File: config.mk
export PLATFORM = sky130hd
export DESIGN_NAME = clk_div_sched
export DESIGN_NICKNAME = d
export VERILOG_FILES = /design/src/rtl/clk_div_pkg.sv /design/src/rtl/clk_div_period_cnt.sv /design/src/rtl/clk_div_sched.sv
export SDC_FILE = /design/constraint.sdc
export NUM_CORES = 1
export LEC_CHECK = 0
export CAP_MARGIN = 20
export CORE_MARGIN = 4
export CORE_UTILIZATION = 30
export CTS_BUF_LIST = sky130_fd_sc_hd__clkbuf_4
export CTS_CLUSTER_DIAMETER = 60
export CTS_CLUSTER_SIZE = 14
export DETAILED_ROUTE_END_ITERATION = 8
export HOLD_SLACK_MARGIN = 0.06
export PLACE_DENSITY = 0.45
export SYNTH_ARGS = -nofsm -noshare
export SYNTH_HDL_FRONTEND = slang
export SYNTH_HIERARCHICAL = 1
export SYNTH_SLANG_ARGS = --single-unit
File: constraint.sdc
create_clock -name clk -period 2.95 [get_ports clk]
set_input_delay 0.295 -clock clk [delete_from_list [all_inputs] [get_ports clk]]
set_output_delay 0.295 -clock clk [all_outputs]
set_load 0.02 [all_outputs]
File: src/rtl/clk_div_pkg.sv
// Shared types and constants for the programmable clock-divider scheduler.
package clk_div_pkg;

  typedef enum logic [1:0] {
    IDLE = 2'd0,
    RUN  = 2'd1,
    STOP = 2'd2
  } div_state_t;

  localparam int DIV_MIN = 2;

endpackage

File: src/rtl/clk_div_period_cnt.sv
// Period counter: generates cnt/oclk/tick for one divide ratio; load starts a
// period, step advances it, and with neither asserted the outputs are cleared.
module clk_div_period_cnt #(
  parameter int DIV_W = 8
) (
  input  logic             clk,
  input  logic             rstn,
  input  logic             load,
  input  logic             step,
  input  logic [DIV_W-1:0] div,
  output logic             oclk,
  output logic             tick,
  output logic             last
);

  logic [DIV_W-1:0] cnt;
  logic [DIV_W-1:0] cnt_inc;
  logic [DIV_W-1:0] half;

  assign cnt_inc = cnt + 1'b1;
  assign half    = div >> 1;
  assign last    = (cnt == div - 1'b1);

  // oclk/tick are registered from the value cnt takes at the same edge
  always_ff @(posedge clk) begin
    if (!rstn) begin
      cnt  <= '0;
      oclk <= 1'b0;
      tick <= 1'b0;
    end else if (load) begin
      cnt  <= '0;
      oclk <= 1'b1;
      tick <= 1'b1;
    end else if (step) begin
      cnt  <= cnt_inc;
      oclk <= (cnt_inc < half);
      tick <= 1'b0;
    end else begin
      cnt  <= '0;
      oclk <= 1'b0;
      tick <= 1'b0;
    end
  end

endmodule

File: src/rtl/clk_div_sched.sv
// Run-time programmable clock-divider scheduler; ratio updates take effect only
// at period boundaries. Optional period counter under CLK_DIV_SCHED_CNT_EN.
module clk_div_sched
  import clk_div_pkg::*;
#(
  parameter int DIV_W   = 8,
  parameter int DIV_DEF = 3
) (
  input  logic             clk,
  input  logic             rstn,
  input  logic             en,
  input  logic             cfg_valid,
  input  logic [DIV_W-1:0] cfg_div,
  output logic             cfg_ready,
  output logic             oclk,
  output logic             tick,
  output logic             busy,
  output logic             err
`ifdef CLK_DIV_SCHED_CNT_EN
  ,
  output logic [15:0]      period_cnt
`endif
);

  div_state_t       state;
  div_state_t       state_nxt;
  logic [DIV_W-1:0] cur_div;
  logic [DIV_W-1:0] pend_div;
  logic             pend;
  logic             load;
  logic             step;
  logic             last;
  logic             apply_pend;
  logic             accept;
  logic             legal;

  assign cfg_ready = !pend;
  assign busy      = (state != IDLE);
  assign accept    = cfg_valid && !pend;
  assign legal     = (cfg_div >= DIV_W'(DIV_MIN));

  always_ff @(posedge clk) begin
    if (!rstn) state <= IDLE;
    else       state <= state_nxt;
  end

  always_comb begin
    state_nxt  = state;
    load       = 1'b0;
    step       = 1'b0;
    apply_pend = 1'b0;
    case (state)
      IDLE: begin
        apply_pend = pend;
        if (en) begin
          load      = 1'b1;
          state_nxt = RUN;
        end
      end
      RUN: begin
        if (last) begin
          apply_pend = pend;
          if (en) load = 1'b1;
          else    state_nxt = STOP;
        end else begin
          step = 1'b1;
        end
      end
      STOP:    state_nxt = IDLE;
      default: state_nxt = IDLE;
    endcase
  end

  // a pending ratio can only exist when no accept is possible, so the two never collide
  always_ff @(posedge clk) begin
    if (!rstn) begin
      cur_div <= DIV_W'(DIV_DEF);
      pend    <= 1'b0;
      err     <= 1'b0;
    end else begin
      err <= accept && !legal;
      if (apply_pend) begin
        cur_div <= pend_div;
        pend    <= 1'b0;
      end else if (accept && legal) begin
        pend <= 1'b1;
      end
    end
  end

  always_ff @(posedge clk) begin
    if (accept && legal) pend_div <= cfg_div;
  end

  clk_div_period_cnt #(
    .DIV_W(DIV_W)
  ) u_period_cnt (
    .clk  (clk),
    .rstn (rstn),
    .load (load),
    .step (step),
    .div  (cur_div),
    .oclk (oclk),
    .tick (tick),
    .last (last)
  );

`ifdef CLK_DIV_SCHED_CNT_EN
  // increments on the same edge that raises tick
  always_ff @(posedge clk) begin
    if (!rstn)     period_cnt <= '0;
    else if (load) period_cnt <= period_cnt + 16'd1;
  end
`endif

endmodule

-- After elaboration in Yosys (flattened, before gate mapping)
Cells that the tools add are included.
Widths: inputs -> output; s select.
- add/subtract/negate cells: 2
- order comparisons: 2
- equality and inequality tests: 5
- muxes and demuxes: 14
- bitwise gates (word level): 2
- reductions and logical operators: 10
- operator list (kind ; number):
    $add 8x1->8 const B ; 1
    $eq 8x8->1 ; 1
    $ge 8x2->1 const B ; 1
    $lt 8x7->1 ; 1
    $mux 1 ; 8
    $sub 8x1->8 const B ; 1
    $mux 2 ; 3
    $ne 2x2->1 const B ; 3
    $pmux 1 s2 ; 2
    $pmux 2 s2 ; 1
    $logic_and 1x1->1 ; 3
    $reduce_and 3->1 ; 1
    $reduce_or 3->1 ; 1
    $eq 2x1->1 const B ; 1
    $logic_not 1->1 ; 2
    $logic_not 2->1 ; 1
    $not 1->1 ; 2
    $reduce_bool 2->1 ; 1
    $reduce_or 2->1 ; 1
- register bits: 30
- output and inout bits: 5

-- Longest topological paths before layout
Gate-level depths: netlist (run 1).
- word-level depth: 6
- mapped depth: 12
- mapped depth without buffers: 11

-- Modules after synthesis
The synthesis (run 1) kept the hierarchy.
- modules (own cells, without submodules) (module ; times used ; cells an instance ; area each (µm²) ; seq. area each (µm²)):
    clk_div_period_cnt ; 1 ; 95 ; 777.0 ; 200.2
    clk_div_sched ; 1 ; 68 ; 773.2 ; 480.5

-- Least setup slack after synthesis (run 1)
Ideal clock, no wire load.
- path kind: register to register
- from: reg cur_div[1]
- to: reg u_period_cnt.cnt[2]
- setup time: 0.125 ns
- data arrival time: 2.431 ns
- data required time: 2.825 ns
- setup slack: 0.394 ns
- cell stages (with the launch flop): 11
- path buffers: 2
- period minus slack after synthesis: 2.556 ns
- cell sequence: dfxtp_1 or4_4 nor4_2 a211oi_1 a211oi_1 nand2b_1 clkbuf_1 and2_1 or2_2 clkbuf_1 nor2b_1
- elaborated cells between the ends (all ways): 8
- classes of those cells: add/sub (1); eq/ne (1); mux (4); bitwise (1); reduce/logical (1)
- RTL lines (what ; RTL line ; text):
    from (decl) ; clk_div_sched.sv:27 ; logic [DIV_W-1:0] cur_div;
    from (signal assigned) ; clk_div_sched.sv:77 ; cur_div <= DIV_W'(DIV_DEF);
    from (signal assigned) ; clk_div_sched.sv:83 ; cur_div <= pend_div;
    $sub 8x1->8 ; clk_div_period_cnt.sv:22 ; assign last = (cnt == div - 1'b1);
    $eq 8x8->1 ; clk_div_period_cnt.sv:22 ;
    net last ; clk_div_sched.sv:32 ; logic last;
    $mux 1 ; clk_div_sched.sv:61 ; if (last) begin
    $pmux 1 s2 ; clk_div_sched.sv:52 ; case (state)
    net load ; clk_div_sched.sv:30 ; logic load;
    $reduce_or 3->1 (no line) ; - ;
    to (signal assigned) ; clk_div_period_cnt.sv:35 ; cnt <= cnt_inc;
    to (decl) ; clk_div_period_cnt.sv:16 ; logic [DIV_W-1:0] cnt;
The timed path passes the listed nets, and every way through them passes these cells.
A chain may end at the register's enable or synchronous reset.

-- Worst setup path in the final report (run 1)
- from: reg cur_div[1]
- to: reg u_period_cnt.oclk
- elaborated cells between the ends (all ways): 9
- classes of those cells: add/sub (1); order compare (1); eq/ne (1); mux (6)
- RTL lines (what ; RTL line ; text):
    $sub 8x1->8 ; clk_div_period_cnt.sv:22 ;
    $eq 8x8->1 ; clk_div_period_cnt.sv:22 ;
    net last ; clk_div_sched.sv:32 ;
    $mux 1 ; clk_div_sched.sv:61 ;
    $pmux 1 s2 ; clk_div_sched.sv:52 ;
    net load ; clk_div_sched.sv:30 ;
    $mux 1 ; clk_div_period_cnt.sv:30 ; end else if (load) begin
    to (signal assigned) ; clk_div_period_cnt.sv:36 ; oclk <= (cnt_inc < half);
    to (decl) ; clk_div_period_cnt.sv:11 ; output logic oclk,
The timed path passes the listed nets, and every way through them passes these cells.

==> results of run 1 <==
area by class of cell:
class | count | area [sq um] | share of cell area (%)
clock buffers | 6 | 45.0 | 2.45
clock inverters | 2 | 8.76 | 0.476
inverters | 10 | 37.5 | 2.04
multi-input cells | 118 | 813 | 44.2
flip-flops and latches | 30 | 681 | 37.0
well taps | 67 | 83.8 | 4.55
repair buffers | 18 | 173 | 9.38
cells in the mapped netlist (2+ instances only):
cell	n	area [sq um]
nor2b_1	8	50.1
xor2_1	4	35.0
inv_1	10	37.5
a21boi_0	5	37.5
nand2_1	5	18.8
o21ai_0	10	50.1
o211ai_1	2	15.0
or2_2	2	12.5
clkbuf_1	5	18.8
nand2b_1	5	31.3
nor3_1	2	10.0
ha_1	8	100
and2_1	3	18.8
nand3_1	14	70.1
a211oi_1	3	22.5
xnor2_1	8	70.1
and4_1	2	17.5
or4_4	2	22.5
nor2_1	10	37.5
edfxtp_1	8	240
a21oi_1	5	25.0
dfxtp_1	22	440
nand4_1	4	25.0
worst max-delay path, stage by stage (launching register included):
cell      delay [ns]
dfxtp_1         0.35
or4_4           0.57
nor4_2          0.26
a211oi_1        0.06
a211oi_1        0.48
nand2b_1        0.19
and2_1          0.13
and2_1          0.16
a31oi_1         0.05
a21oi_1         0.13
stage by stage:
stage | std cells | util [%] | hold slack, ns | instance area, sq um | total power [uW]
4_1_cts | 250 | 37.9 | 0.499 | 1840 | 864
3_5_place_dp | 242 | 36.8 | 0.503 | 1780 | 622
5_1_grt | 251 | 38.0 | 0.495 | 1840 | 908
2_1_floorplan | 163 | - | 0.372 | 1550 | 565
6_report | 251 | 38.0 | 0.511 | 1840 | 856
3_3_place_gp | 242 | 36.8 | 0.489 | 1780 | 621
routing by layer:
metal / up-vias / wire length [um]
met2: 23 / 1380
met5: - / 0
met1: 550 / 1650
met4: 0 / 56
met3: 5 / 145
li1: 623 / -
sequential cells by signal, indices dropped and copies added (netlist names):
register           cells
u_period_cnt/oclk      1
u_period_cnt/tick      1
u_period_cnt/cnt       8
cur_div                8
pend                   1
state                  2
err                    1
pend_div               8
cell families (layout without fill, tap and decap cells):
| family | after synthesis | in the layout |
|---|---|---|
| adder cells (fa/ha/maj) | 8 | 8 |
| AND/OR/NAND/NOR | 64 | 64 |
| AO/OA/AOI/OAI | 34 | 34 |
| XOR/XNOR | 12 | 12 |
| buffers and inverters | 15 | 36 |
| flip-flops | 30 | 30 |
path summary, 6_finish.rpt:
kind	startpoint	to	depth (start not counted)
max reg2reg	cur_div[1]$_SDFFE_PN1P_	u_period_cnt/oclk$_SDFF_PN0_	9
min reg2reg	pend_div[0]$_DFFE_PP_	cur_div[0]$_SDFFE_PN1P_	2
max	cur_div[1]$_SDFFE_PN1P_	u_period_cnt/oclk$_SDFF_PN0_	9
min	cfg_div[0]	pend_div[0]$_DFFE_PP_	1
power by group:
part | switching [uW] | internal, uW | leakage [uW]
registers | 18.5 | 447 | 0.000256
logic | 79.3 | 68.0 | 0.000385
clock network | 145 | 98.6 | 0.0000331
==> out/metrics.cfg, run 1 <==
[outcome]
outcome = finished, final reports clean

[detailed_routing]
wl_per_cell_um = 12.9
dr_total_vias = 1201
detail_route.iter0.violations = 56
detail_route.wirelength_um = 3230
post-route-drc-count = 0
detail-route-antenna-nets = 0
routed_via_density = 4.78
first_pass_iters = 4

[grt]
met1_usage_pct = 14.9
grt_use_met3_pct = 2.82
global_route_met2_utilization_pct = 17.1
grt_antenna_before_repair = 0
busiest_layer = met2
first_global_vias = 1194
grt.total_usage_pct = 11.4
grt_overflow_total = 0
grt_start_max_net_pins = 16
grt_first_pass_wirelength_um = 5630

[power_and_ir_drop]
power_leakage_uw = 0.000674
ir_worst_vdd_mv = 0.250
powerDensity_nw_per_um2 = 465

[place]
dp_hpwl_um = 2480
place_worst_setup_slack_ns = 0.500
gp_routability_congestion = 0.734
io_buffer_count = 16

[floorplanning]
die_area_sq_um = 6380
chipHeight_um = 79.9
initial_core_util_pct = 32.0
placementRows = 25
core_area_sq_um = 4850
ios = 17
die_w_um = 79.9

[sta]
timing.final.crit_period_ns = 2.47
final.setup_skew_ns = 0.00911
finalHoldViolCount = 0
worst-slew-pin-transition_ns = 0.585
final_critical_path_setup_slack_ns = 0.477
slew_headroom_pct = 60.9
grt_setup_unrepaired = no
timing_max_transition_violations_final = 0
report.final.setup_viol = 0
fin_crit_sh_pct = 83.8
timing.fmax_mhz = 404
setup_total_negative_slack_ns = 0

[final_layout]
area.growth.synth_to_final_pct = 18.8
layout_common_cells = dfxtp_1 (22), clkdlybuf4s50_1 (16), nand3_1 (14)
layout-drive-gt1-share_pct = 9.24
diodes = 0
layout.cells.most_common = dfxtp_1
nFillCells = 507
final_net_count = 203

[synthesis]
combinational_family_with_the_most_area_after_synthesis = simple AND/OR/NAND/NOR gates
synth_edf_count = 8
syn_area_per_cell_sq_um = 9.51
synth-seq-cells = 30
synthesis.nets = 183
netlist-cell-type-count = 39
async_flop_share_pct = 0
synthFlopType = dfxtp_1
yosysSeqAreaShare_pct = 43.9
post_synth_and_or_nand_nor_area_fraction_pct = 24.9
muxShareOfSynthArea_pct = 0
synth_cells = 163
post_synth_instance_area_sq_um = 1550
synthXorXnorAreaFrac_pct = 6.78
synthAdderAreaFrac_pct = 6.46
warning_count_from_the_yosys_run = 6
synth_compound_gate_area_share_pct = 14.4

[clock_network]
cts_tree = built
post_cts_hold_buffer_count = 0
post_cts.resized_instances = 0
cts_root_buf = clkbuf_4
htreeDepth = 2
cts_max_path_buffers = 2
cts_made_buffers = 5
clk_pin_slew_worst_paths_ns = 0.10
cts.sink_count = 30
worst_skew_pair.late_latency_ns = 0.33
cts.repair_timing.setup_buffer_count = 0

[flow_run]
drv_cap = 0

[setup_path]
regToRegSetupSlack_ns = 0.48
timing.critical_path.arrival_ns = 2.73
timing.setup.critical_path_class = reg -> reg
cp_max_fo = 5
worst-endpoint-required_ns = 3.21
endpoint_kind = flop
setup.worst_path.start_class = flop

[min_path]
hp-class = in -> reg

(Power assumes the default switching activity.)
==> run 2, diff against run 1 <==
--- a/config.mk
+++ b/config.mk
@@ -13,7 +13,7 @@
 export CTS_CLUSTER_SIZE = 14
 export DETAILED_ROUTE_END_ITERATION = 8
 export HOLD_SLACK_MARGIN = 0.06
-export PLACE_DENSITY = 0.45
+export PLACE_DENSITY = 0.47
 export SYNTH_ARGS = -nofsm -noshare
 export SYNTH_HDL_FRONTEND = slang
 export SYNTH_HIERARCHICAL = 1
==> constraint.sdc (replaced) <==
create_clock -name clk -period 2 [get_ports clk]
set_input_delay 0.2 -clock clk [delete_from_list [all_inputs] [get_ports clk]]
set_output_delay 0.2 -clock clk [all_outputs]
set_load 0.02 [all_outputs]
==> run 2 against run 1 <==
Effect of this change:
- the run now ends with negative setup slack left
- global-route usage is 0.36 points higher
- sequential power rose by 46%
- cell area increased by 12%
- sequential share of layout area is 3.7 points lower
- clock skew up 0.0016 ns
- die area stayed put
==> out/metrics.cfg, run 2 (same netlist as run 1, synthesis figures left out) <==
[sta]
timing.final.crit_period_ns = 2.26
setup_total_negative_slack_ns = -3.87
timing.fmax_mhz = 443
slew_headroom_pct = 66.5
final_critical_path_setup_slack_ns = -0.257
finalHoldViolCount = 0
timing_max_transition_violations_final = 0
final.setup_skew_ns = 0.0107
fin_crit_sh_pct = 113
grt_setup_unrepaired = yes
worst-slew-pin-transition_ns = 0.502
report.final.setup_viol = 20

[place]
place_worst_setup_slack_ns = -0.394
gp_routability_congestion = 0.747
io_buffer_count = 16
dp_hpwl_um = 2680
postPlaceCellArea_sq_um = 1950

[final_layout]
layout-drive-gt1-share_pct = 25.4
area.growth.synth_to_final_pct = 32.8
diodes = 0
layout.cells.most_common = buf_4
fin_util_pct = 42.5
final_area_sq_um = 2060
layout_common_cells = buf_4 (22), dfxtp_1 (19), clkdlybuf4s50_1 (16)
final_net_count = 224
reg.largest.list = cur_div x8, pend_div x8, u_period_cnt/cnt x8

[setup_path]
cp_max_fo = 4
setup.worst_path.start_class = flop
cpMaxStageDelayCell = or4_4
timing.setup.critical_path_class = reg -> reg
cell_with_the_most_instances_on_the_worst_path = and2_4
worst-endpoint-required_ns = 2.26
timing.critical_path.cells = or4_4, nor2_2, nand4b_1, a211oi_2, nand2b_4, and2_4, and2_4, a31oi_1, a21oi_1
timing.critical_path.arrival_ns = 2.52
endpoint_kind = flop
cpPeakStageDelay_ns = 0.57

[detailed_routing]
detail_route.wirelength_um = 3400
detail-route-antenna-nets = 0
wl_per_cell_um = 12.5
routed_via_density = 4.80
detail_route.iter0.violations = 36
post-route-drc-count = 0
first_pass_iters = 4
dr_total_vias = 1305

[flow_run]
drv_cap = 0

[power_and_ir_drop]
netSwitchingFraction_pct = 29.1
seq_power_share_pct = 51.7
p_int_uw = 931
powerDensity_nw_per_um2 = 638
combPwrFrac_pct = 21.6
power_leakage_uw = 0.000791
fin_total_pwr_uw = 1310
power.share.clock_pct = 26.7
ir_worst_vdd_mv = 0.365
net-switching-power_uw = 381

[floorplanning]
ios = 17
die_area_sq_um = 6380
die_w_um = 79.9
placementRows = 25
core_area_sq_um = 4850
initial_core_util_pct = 32.0
chipHeight_um = 79.9

[clock_network]
htreeDepth = 2
worst_skew_pair.late_latency_ns = 0.33
cts_made_buffers = 5
clk_pin_slew_worst_paths_ns = 0.10
cts.sink_count = 30
cts_max_path_buffers = 2
cts_root_buf = clkbuf_4
cts_tree = built

[grt]
grt_antenna_before_repair = 0
first_global_vias = 1272
busiest_layer = met2
grt_start_max_net_pins = 14
global_route_met2_utilization_pct = 18.9
grt_overflow_total = 0
grt_first_pass_wirelength_um = 5800
met1_usage_pct = 14.8
grt.total_usage_pct = 11.8
grt_use_met3_pct = 3.39

[outcome]
failed_checks = negative setup slack
outcome = complete, but fails checks

[min_path]
hp-class = in -> reg

## run 2: cell types whose count changed in the layout (fill, tap and decap cells not counted), sizes merged
cell / delta
clkbuf: -1
buf: +21
clkinvlp: +1
## run 2: area by class of cell
type / instances / area, sq um
Clock buffer: 5 / 37.5
Fill cell: 520 / 2790
Inverter: 10 / 37.5
Timing Repair Buffer: 39 / 330
Sequential cell: 30 / 684
Multi-Input combinational cell: 118 / 868
Tap cell: 67 / 83.8
Clock inverter: 3 / 16.3
## run 2: what timing repair did
item	CTS	global route
hold buffers	0	0
cloned	0	0
pin swaps	4	2
setup buffers	0	1
gates resized for setup	9	2
endpoints found under the setup margin	20	20
## run 2: final timing paths
check | slack, ns | endpoint | cells after the start | startpoint
worst max register to register | -0.26 | u_period_cnt/oclk$_SDFF_PN0_ | 9 | cur_div[3]$_SDFFE_PN0P_
worst min-delay path | 0.42 | pend_div[0]$_DFFE_PP_ | 1 | cfg_div[0]
worst max-delay path | -0.26 | u_period_cnt/oclk$_SDFF_PN0_ | 9 | cur_div[3]$_SDFFE_PN0P_
worst min register to register | 0.51 | cur_div[1]$_SDFFE_PN1P_ | 2 | pend_div[1]$_DFFE_PP_
## run 2: power groups by stage
stage                     logic, uW  clock network, uW  registers (uW)
after floorplan                 150                  0             700
after global placement          263                  0             692
after detailed placement        267                  0             691
after CTS                       278                371             679
after global routing            315                395             684
final                           283                351             679
## run 2: stage by stage
stage	hold slack [ns]	instances
after global placement	0.481	262
after global routing	0.409	272
after CTS	0.409	270
after floorplan	0.277	163
final	0.419	272
after detailed placement	0.495	262
## run 2: per-layer routing
metal / part of all wire, % / up-vias
li1: - / 665
met1: 49 / 617
met2: 46 / 17
met3: 3.3 / 6
met4: 1.6 / 0
met5: 0 / -
## run 2: critical path, delay by kind of cell (launching register included)
kind            cells  cell delay, ns
simple gates        6            1.33
compound gates      3            0.52
flops               1            0.33
==> run 3, diff against run 2 <==
--- a/config.mk
+++ b/config.mk
@@ -14,6 +14,7 @@
 export DETAILED_ROUTE_END_ITERATION = 8
 export HOLD_SLACK_MARGIN = 0.06
 export PLACE_DENSITY = 0.47
+export SLEW_MARGIN = 20
 export SYNTH_ARGS = -nofsm -noshare
 export SYNTH_HDL_FRONTEND = slang
 export SYNTH_HIERARCHICAL = 1
==> run 3 against run 2 <==
Effect of this change:
- sequential share of layout area is the same
- first-iteration DRC count unchanged
- critical endpoint unchanged
- flip-flop and latch count unchanged
- routed wire length is 0.35% lower
- via count down 1.0%
- sequential power hardly changed
- count of clock-buffer cells in the layout did not move
- global-route usage unchanged
- fmax is essentially flat
- clock skew up 0.00089 ns
- the run still ends with negative setup slack left
- power barely moved
- die area unchanged
==> out/metrics.cfg, run 3 (same netlist as run 1, synthesis figures left out) <==
[sta]
timing.fmax_mhz = 443
final_critical_path_setup_slack_ns = -0.258
grt_setup_unrepaired = yes
fin_crit_sh_pct = 113
slew_headroom_pct = 56.9
timing_max_transition_violations_final = 0
worst-slew-pin-transition_ns = 0.643
timing.final.crit_period_ns = 2.26
finalHoldViolCount = 0
final.setup_skew_ns = 0.0116
report.final.setup_viol = 20

[setup_path]
reg2reg_depth = 9
endpoint_kind = flop
regToRegStartpoint = cur_div[3]$_SDFFE_PN0P_
setup.worst_path.start_class = flop
cp_max_fo = 4
timing.critical_path.arrival_ns = 2.52
worst-endpoint-required_ns = 2.26
crit_start = cur_div[3]$_SDFFE_PN0P_
worst_r2r_endpoint = u_period_cnt/oclk$_SDFF_PN0_
crit_end = u_period_cnt/oclk$_SDFF_PN0_
timing.setup.critical_path_class = reg -> reg
regToRegSetupSlack_ns = -0.26

[floorplanning]
initial_core_util_pct = 32.0
placementRows = 25
die_w_um = 79.9
die_area_sq_um = 6380
ios = 17
core_area_sq_um = 4850
chipHeight_um = 79.9

[detailed_routing]
detail_route.iter0.violations = 36
detail-route-antenna-nets = 0
detail_route.wirelength_um = 3390
post-route-drc-count = 0
wl_per_cell_um = 12.5
routed-wl-met2_um = 1540
top_signal_layer_used = met4
dr_total_vias = 1292
first_pass_iters = 4
routed_via_density = 4.77
route.met3.wl_um = 115
m1WireLength_um = 1680

[clock_network]
cts_tree = built
htreeDepth = 2
worst_skew_pair.late_latency_ns = 0.33
clk_pin_slew_worst_paths_ns = 0.11
post_cts_hold_buffer_count = 0
cts_max_path_buffers = 2
cts_root_buf = clkbuf_4
cts_made_buffers = 5
cts.sink_count = 30

[final_layout]
reg.largest.list = cur_div x8, pend_div x8, u_period_cnt/cnt x8
diodes = 0
final_net_count = 223
fin_util_pct = 42.5
finish.cell_count_without_fillers = 271
area.growth.synth_to_final_pct = 32.8
nFillCells = 519
layout.cells.most_common = buf_4
layout-drive-gt1-share_pct = 25.5
layout_common_cells = buf_4 (22), dfxtp_1 (19), clkdlybuf4s50_1 (16)

[grt]
grt_overflow_total = 0
grt.total_usage_pct = 11.8
first_global_vias = 1272
grt_first_pass_wirelength_um = 5800
grt_start_max_net_pins = 14
grt_antenna_before_repair = 0

[power_and_ir_drop]
ir_worst_vdd_mv = 0.366
powerDensity_nw_per_um2 = 638
power_leakage_uw = 0.000790

[outcome]
outcome = complete, but fails checks
failed_checks = negative setup slack

[place]
placed_cells = 262
dp_hpwl_um = 2680
io_buffer_count = 16
gp_routability_congestion = 0.747

[flow_run]
drv_cap = 0

[min_path]
hp-class = in -> reg

[run 3: how the worst min path moves through the flow]
| stage | from | end | cells past startpoint |
|---|---|---|---|
| finish | cfg_div[0] | pend_div[0]$_DFFE_PP_ | 1 |
| global route | cfg_div[0] | pend_div[0]$_DFFE_PP_ | 1 |
| CTS | en | state[1]$_SDFFE_PN0P_ | 2 |
| detailed placement | pend_div[1]$_DFFE_PP_ | cur_div[1]$_SDFFE_PN1P_ | 2 |
| global placement | u_period_cnt/cnt[0]$_SDFF_PP0_ | u_period_cnt/cnt[0]$_SDFF_PP0_ | 1 |
| floorplan | en | state[1]$_SDFFE_PN0P_ | 1 |
[run 3: report_power, final]
group | switching (uW) | total, uW | internal, uW
clock | 222 | 352 | 131
sequential | 19.7 | 679 | 659
combinational | 141 | 282 | 141
[run 3: what timing repair did]
action | 4_1_cts | 5_1_grt
endpoints found under the hold margin | 0 | 0
pin swaps | 4 | 2
endpoints found under the setup margin | 20 | 20
gates resized for setup | 9 | 2
buffers inserted | 0 | 1
[run 3: area by class of cell]
| cell class | instances | area (sq um) | area share (%) |
|---|---|---|---|
| repair buffers | 38 | 325 | 15.8 |
| multi-input cells | 118 | 873 | 42.4 |
| clock buffers | 5 | 37.5 | 1.82 |
| flip-flops and latches | 30 | 684 | 33.3 |
| inverters | 10 | 37.5 | 1.82 |
| clock inverters | 3 | 16.3 | 0.790 |
| well taps | 67 | 83.8 | 4.07 |
[run 3: per-layer routing]
| layer | vias to the layer above | GRT usage [%] |
|---|---|---|
| met2 | 17 | 18.9 |
| met1 | 605 | 14.8 |
| met3 | 6 | 3.39 |
| met5 | - | 0 |
| li1 | 664 | - |
| met4 | 0 | 4.56 |
[run 3: worst max-delay path: stages (launching register included)]
cell and delay (ns):
dfxtp_2 0.33, or4_4 0.57, nor2_2 0.15, nand4b_1 0.13, a211oi_2 0.36, nand2b_4 0.20, and2_4 0.14, and2_4 0.14
a31oi_1 0.04, a21oi_1 0.12
[run 3: stage by stage]
step	area, sq um	setup TNS (ns)	power, uW	hold slack [ns]	setup slack, ns
after floorplan	1590	-3.24	850	0.277	-0.340
after global placement	1950	-5.00	954	0.481	-0.263
after detailed placement	1950	-7.19	959	0.495	-0.394
after CTS	2040	-3.95	1330	0.409	-0.245
after global routing	2060	-6.67	1390	0.409	-0.413
final	2060	-3.89	1310	0.418	-0.258
